--- config.mk ---
export PLATFORM = sky130hd
export DESIGN_NAME = snax_hwpe_periph_regfile
export DESIGN_NICKNAME = d
export VERILOG_FILES = /design/src/rtl/snax_hwpe_periph_regfile.sv
export SDC_FILE = /design/constraint.sdc
export NUM_CORES = 1
export LEC_CHECK = 0
export BUFFER_PORTS_ARGS = -buffer_cell sky130_fd_sc_hd__buf_4
export CAP_MARGIN = 20
export CORE_MARGIN = 3
export CORE_UTILIZATION = 57
export DETAILED_ROUTE_END_ITERATION = 8
export PLACE_DENSITY = 0.9
export SYNTH_ARGS = -nofsm -noshare
export SYNTH_HDL_FRONTEND = slang
export SYNTH_SLANG_ARGS = --single-unit
--- constraint.sdc ---
create_clock -name clk_i -period 5.3 [get_ports clk_i]
set_input_delay 0.265 -clock clk_i [delete_from_list [all_inputs] [get_ports clk_i]]
set_output_delay 0.265 -clock clk_i [all_outputs]
set_load 0.01 [all_outputs]
--- src/rtl/snax_hwpe_periph_regfile.sv ---
`default_nettype none
// +--------------------------------------------------------------------------+
// | snax_hwpe_periph_regfile: HWPE peripheral-port responder holding config  |
// | registers and a trigger/status FSM. Optional cycle counter at word 2     |
// | under SNAX_HWPE_PERIPH_REGFILE_PERF_EN.                  Revision: 1.0   |
// +--------------------------------------------------------------------------+
module snax_hwpe_periph_regfile #(
  parameter int NumRegs      = 8,
  parameter int IdWidth      = 5,
  parameter int AddrIdxWidth = 6
) (
  input  logic                   clk_i,
  input  logic                   rst_ni,
  input  logic                   periph_req_i,
  output logic                   periph_gnt_o,
  input  logic [31:0]            periph_add_i,
  input  logic                   periph_wen_i,
  input  logic [3:0]             periph_be_i,
  input  logic [31:0]            periph_data_i,
  input  logic [IdWidth-1:0]     periph_id_i,
  output logic                   periph_r_valid_o,
  output logic [31:0]            periph_r_data_o,
  output logic [IdWidth-1:0]     periph_r_id_o,
  output logic                   start_o,
  output logic                   busy_o,
  input  logic                   done_i,
  output logic [NumRegs*32-1:0]  cfg_o
);

  typedef enum logic [1:0] {
    IDLE    = 2'd0,
    START   = 2'd1,
    RUNNING = 2'd2
  } state_e;

  state_e               state_q, state_d;
  logic [31:0]          cfg_q [NumRegs];
  logic [31:0]          cfg_d [NumRegs];
  logic                 done_q, done_d;
  logic                 r_valid_q, r_valid_d;
  logic [31:0]          r_data_q, r_data_d;
  logic [IdWidth-1:0]   r_id_q, r_id_d;

  logic [AddrIdxWidth-1:0] idx;
  logic                 accept, wr_acc, rd_acc, trigger;
  logic [31:0]          rdata, perf_rd;
  logic                 unused_add;

  // Holding off the grant while a response is out stops a master that keeps
  // req high until r_valid from having its read accepted twice.
  assign periph_gnt_o = periph_req_i & ~r_valid_q;
  assign accept       = periph_req_i & periph_gnt_o;
  assign idx          = periph_add_i[AddrIdxWidth+1:2];
  assign wr_acc       = accept & ~periph_wen_i;
  assign rd_acc       = accept & periph_wen_i;
  assign trigger      = wr_acc & (state_q == IDLE) & (idx == '0)
                        & periph_be_i[0] & periph_data_i[0];
  assign unused_add   = ^{periph_add_i[31:AddrIdxWidth+2], periph_add_i[1:0]};

`ifdef SNAX_HWPE_PERIPH_REGFILE_PERF_EN
  logic [31:0] perf_q, perf_d;

  always_comb begin
    perf_d = perf_q;
    if (trigger) begin
      perf_d = '0;
    end else if (state_q != IDLE) begin
      perf_d = perf_q + 32'd1;
    end
  end

  always_ff @(posedge clk_i or negedge rst_ni) begin
    if (!rst_ni) begin
      perf_q <= '0;
    end else begin
      perf_q <= perf_d;
    end
  end

  assign perf_rd = perf_q;
`else
  assign perf_rd = '0;
`endif

  // A completion in the same cycle as a W1C clear must leave the flag set.
  always_comb begin
    state_d = state_q;
    done_d  = done_q;
    if (wr_acc && (idx == AddrIdxWidth'(1)) && periph_be_i[0] && periph_data_i[1]) begin
      done_d = 1'b0;
    end
    case (state_q)
      IDLE: begin
        if (trigger) begin
          state_d = START;
          done_d  = 1'b0;
        end
      end
      START:   state_d = RUNNING;
      RUNNING: begin
        if (done_i) begin
          state_d = IDLE;
          done_d  = 1'b1;
        end
      end
      default: state_d = IDLE;
    endcase
  end

  always_comb begin
    for (int k = 0; k < NumRegs; k++) begin
      cfg_d[k] = cfg_q[k];
      if (wr_acc && (state_q == IDLE) && (idx == AddrIdxWidth'(k + 4))) begin
        for (int b = 0; b < 4; b++) begin
          if (periph_be_i[b]) begin
            cfg_d[k][8*b +: 8] = periph_data_i[8*b +: 8];
          end
        end
      end
    end
  end

  always_comb begin
    rdata = '0;
    if (idx == AddrIdxWidth'(1)) begin
      rdata[1:0] = {done_q, state_q != IDLE};
    end else if (idx == AddrIdxWidth'(2)) begin
      rdata = perf_rd;
    end
    for (int k = 0; k < NumRegs; k++) begin
      if (idx == AddrIdxWidth'(k + 4)) begin
        rdata = cfg_q[k];
      end
    end
    r_valid_d = rd_acc;
    r_data_d  = rd_acc ? rdata : '0;
    r_id_d    = rd_acc ? periph_id_i : '0;
  end

  always_ff @(posedge clk_i or negedge rst_ni) begin
    if (!rst_ni) begin
      state_q   <= IDLE;
      done_q    <= 1'b0;
      r_valid_q <= 1'b0;
      r_data_q  <= '0;
      r_id_q    <= '0;
      for (int k = 0; k < NumRegs; k++) begin
        cfg_q[k] <= '0;
      end
    end else begin
      state_q   <= state_d;
      done_q    <= done_d;
      r_valid_q <= r_valid_d;
      r_data_q  <= r_data_d;
      r_id_q    <= r_id_d;
      for (int k = 0; k < NumRegs; k++) begin
        cfg_q[k] <= cfg_d[k];
      end
    end
  end

  for (genvar k = 0; k < NumRegs; k++) begin : g_cfg
    assign cfg_o[32*k +: 32] = cfg_q[k];
  end

  assign periph_r_valid_o = r_valid_q;
  assign periph_r_data_o  = r_data_q;
  assign periph_r_id_o    = r_id_q;
  assign start_o          = (state_q == START);
  assign busy_o           = (state_q != IDLE);

endmodule
`default_nettype wire

==> summary.md <==
The kind of cell with the highest combined delay along the critical path is simple AND/OR/NAND/NOR gates. The average footprint of a synthesized cell is 14.3 um2. The global-route total usage across every layer is 0.319, and the part of the Yosys area used for sequential elements is 0.543.

The power share of the clock group is 0.409. The worst-path maximum fanout was 34. The first TritonRoute pass finished after 5 iterations. The final net count was 1397.

Setup repair after global routing left no endpoint under its margin. The die is 161 um wide. The internal power consumption was 0.00380 W; the worst clock skew was 0.00745 ns. In this run the count of I/O pins placed on the die edge is 375.

The share of synthesized flip-flops with an asynchronous set or reset is 1.00, and the number of cell rows is 56. The congestion estimate from routability-driven global placement came to 0.864. The logs give 27 for the total of hold buffers inserted after clock tree synthesis and 0 for the number of pins with negative max-slew slack in the final report.

Clock sink total: 297. The measured slew at the worst slew-check pin came out at 1.14 ns. The run gives 719 as the starting DRC count in detailed routing.

The fraction of layout cells with a size suffix above 1 was 0.533; the area growth from synthesis to layout was 29.7%. The number of buffers added on ports was 348; the final total negative setup slack was 0 ns. STA puts the critical path data arrival time at 3.44 ns. The timing-limited maximum frequency is 335 MHz, and the total standard cell area after synthesis is 13700 um2. The met2 routing resource usage after global routing came out at 0.540.

On the critical path, the stage with the largest delay is an instance of sky130_fd_sc_hd__and3_2. The tools report the residual antenna-violating net count after detailed routing as 0. The run gives 1579 as the post-placement cell count. The category of the worst setup path launch point is a register. The post-CTS setup buffer count was 0.

The launch point of the worst hold path is periph_data_i[31]. STA puts the critical path data required time at 5.76 ns. STA classifies the critical path endpoint as a register. The total nets after synthesis is 1037. The tools report the worst reg2reg path startpoint as periph_r_valid_o$_DFF_PN0_. Buffers inserted during clock tree synthesis total 30. The initial core utilization is 0.582.

The combinational fraction of design power is 0.112. The ratio of final minimum period to clock period was 0.563; the sequential fraction of design power was 0.480. The clock tree root driver cell was sky130_fd_sc_hd__clkbuf_16. The met1 usage is 0.400.

The tools report the core region area as 23500 um2. The run finished with clean final reports. The switching fraction of total power was 0.248; the number of design rule violations left after detail routing was 0. The count of maximum capacitance violations came out at 0. Clock-pin slew on the worst setup and hold paths: 0.06 ns. TritonCTS built the clock tree.

The delay of the slowest cell on the worst path was 0.95 ns; the number of enable flip-flop cells after synthesis was 0. For the finished layout, the period the worst path requires is 2.98 ns. The H-tree depth is 1, and the via density per instance is 6.09. The normalized max-slew margin came out at 0.239. Average wire per cell in the routed design: 25.4 um. Tracing the worst setup path back leads to its startpoint at periph_r_valid_o$_DFF_PN0_. In this run, synthesis produced a sequential element count of 297.

The number of cells upsized or downsized after cts was 0. At the later pin of the worst-skew pair, clock insertion delay measures 0.55 ns. Number of antenna violations at the first check in global routing: 0.

The most used flip-flop cell after synthesis was sky130_fd_sc_hd__dfrtp_1. Global routing finished with a remaining overflow of 0. The final route contains 10100 vias. In this run, distinct cell masters in the synthesized netlist total 45. The number of endpoints failing setup at the final stage came out at 0.

Walking the worst path, the cells encountered are nor2b_1 -> and2_2 -> and3_2 -> o2bb2ai_1. Together, buffers and inverters on the worst path number 0. In this run the most used layer during global routing was met2. The met3 layer usage reported by global route was 0.0849.

During synthesis, Yosys emitted a total of 0 warnings. The HPWL after detailed placement is 26400 um. The min-delay analysis places its worst path in the category in -> reg. For this design the total switching power over the nets is 0.00125 W.

Entering global routing, the biggest net connects 129 pins. The die covers 25900 um2. The wire length of the first global-routing pass was 64300 um.

Summed over all cells, the static leakage comes to 9.11 nW. Kind of critical path: reg -> reg. IR analysis of the VDD net gives a maximum drop of 281 uV. The logs give 0 for the final hold violation count and 1657 for the final non-filler cell total.

The tools report the number of instances in the synthesized netlist as 959. After detailed routing, the total wire length is 42000 um. Number of antenna repair diodes: 0. Power spread over the standard cell area amounts to 284 nW/um2. The maximum count of clock buffers along a single path is 3. The run gives 10900 as the number of global-route vias before repair.

The vertical die dimension is 161 um, and the reg-to-reg setup timing slack is 2.32 ns.
## synth_stat cells, types with 2 or more instances
master / instances / area (um2)
sky130_fd_sc_hd__nand4_1: 2 / 12.5
sky130_fd_sc_hd__dfrtp_1: 297 / 7430
sky130_fd_sc_hd__buf_2: 23 / 115
sky130_fd_sc_hd__nand4_4: 30 / 638
sky130_fd_sc_hd__mux4_2: 30 / 676
sky130_fd_sc_hd__nor2b_1: 44 / 275
sky130_fd_sc_hd__buf_4: 2 / 15.0
sky130_fd_sc_hd__nand2_1: 11 / 41.3
sky130_fd_sc_hd__and2_1: 2 / 12.5
sky130_fd_sc_hd__mux2_1: 22 / 248
sky130_fd_sc_hd__buf_1: 3 / 11.3
sky130_fd_sc_hd__a2bb2oi_1: 21 / 184
sky130_fd_sc_hd__o2bb2ai_1: 20 / 175
sky130_fd_sc_hd__mux2_2: 237 / 2670
sky130_fd_sc_hd__nor4b_2: 2 / 30.0
sky130_fd_sc_hd__mux2i_1: 4 / 40.0
sky130_fd_sc_hd__a31oi_1: 2 / 12.5
sky130_fd_sc_hd__inv_1: 4 / 15.0
sky130_fd_sc_hd__a21oi_1: 13 / 65.1
sky130_fd_sc_hd__nand3_1: 2 / 10.0
sky130_fd_sc_hd__o21ai_0: 73 / 365
sky130_fd_sc_hd__nor2_1: 41 / 154
sky130_fd_sc_hd__or2_2: 2 / 12.5
sky130_fd_sc_hd__buf_6: 3 / 33.8
sky130_fd_sc_hd__o31ai_1: 9 / 67.6
sky130_fd_sc_hd__clkbuf_1: 26 / 97.6
sky130_fd_sc_hd__nand2b_1: 3 / 18.8
sky130_fd_sc_hd__a32o_1: 9 / 90.1
sky130_fd_sc_hd__and3_1: 6 / 37.5
## final timing paths
kind	end	cells past startpoint
max reg2reg	periph_r_data_o[8]$_DFF_PN0_	4
max in group asynchronous	cfg_o[25]$_DFFE_PN0P_	3
min	cfg_o[63]$_DFFE_PN0P_	2
max	periph_r_data_o[8]$_DFF_PN0_	4
min in group asynchronous	cfg_o[12]$_DFFE_PN0P_	2
min reg2reg	periph_r_data_o[24]$_DFF_PN0_	1
## logic make-up after synthesis
kind of cell / count (synthesis) / share of synthesized area
buffers and inverters: 62 / 0.0213
AOI/OAI and AO/OA: 152 / 0.0734
muxes: 293 / 0.265
DFF: 297 / 0.543
and+or+nand+nor: 155 / 0.0976
## per-layer routing
layer	up-vias	share of wire
met2	533	0.50
met4	0	0.035
met3	115	0.093
met1	5136	0.38
li1	4304	-
met5	-	0
## state kept, by name (all words and copies together), names as in the netlist
register          count
cfg_o               256
done_q                1
periph_r_data_o      32
periph_r_id_o         5
periph_r_valid_o      1
state_q               2
## layout by cell type, fill, tap and decap left out, drive strengths merged, types with 2 or more instances in the layout
cell,count
nand3,2
a2bb2oi,21
nor2,42
dfrtp,297
a31oi,2
clkinv,7
nor4b,2
nor2b,44
mux2i,4
a32o,9
nand2,11
or2,3
mux2,259
nand4,33
and2,2
nand2b,3
o21ai,73
clkbuf,44
inv,4
a21oi,13
dlygate4sd3,27
mux4,30
buf,358
and3,6
o31ai,9
o2bb2ai,20
nor3b,2
## power by group through the flow
stage	registers (W)	logic, W	clock network, W
floorplan	0.00248	0.000212	0
global placement	0.00245	0.000531	0
detailed placement	0.00246	0.000546	0
CTS	0.00242	0.000567	0.00208
global route	0.00243	0.000604	0.00217
finish	0.00242	0.000565	0.00206
## final cells by class
type                            count  area, um2
Inverter                            5       18.8
Clock buffer                       44        885
Tap cell                          319        399
Multi-Input combinational cell    600       6000
Timing Repair Buffer              385       2980
Fill cell                        1462       5770
Clock inverter                      7       60.1
Sequential cell                   297       7430
## metrics by stage
stage / setup slack (ns) / hold WS [ns] / total power (W) / util / cell area [um2]
detailed placement: 2.36 / 0.368 / 0.00300 / 0.703 / 16600
global placement: 2.40 / 0.351 / 0.00298 / 0.703 / 16600
finish: 2.32 / 0.0157 / 0.00505 / 0.755 / 17800
CTS: 2.33 / 0.000533 / 0.00506 / 0.755 / 17800
floorplan: 3.28 / -0.0306 / 0.00270 / - / 13700
global route: 2.21 / 0.00739 / 0.00521 / 0.755 / 17800
Power figures use the tool's default switching activity.
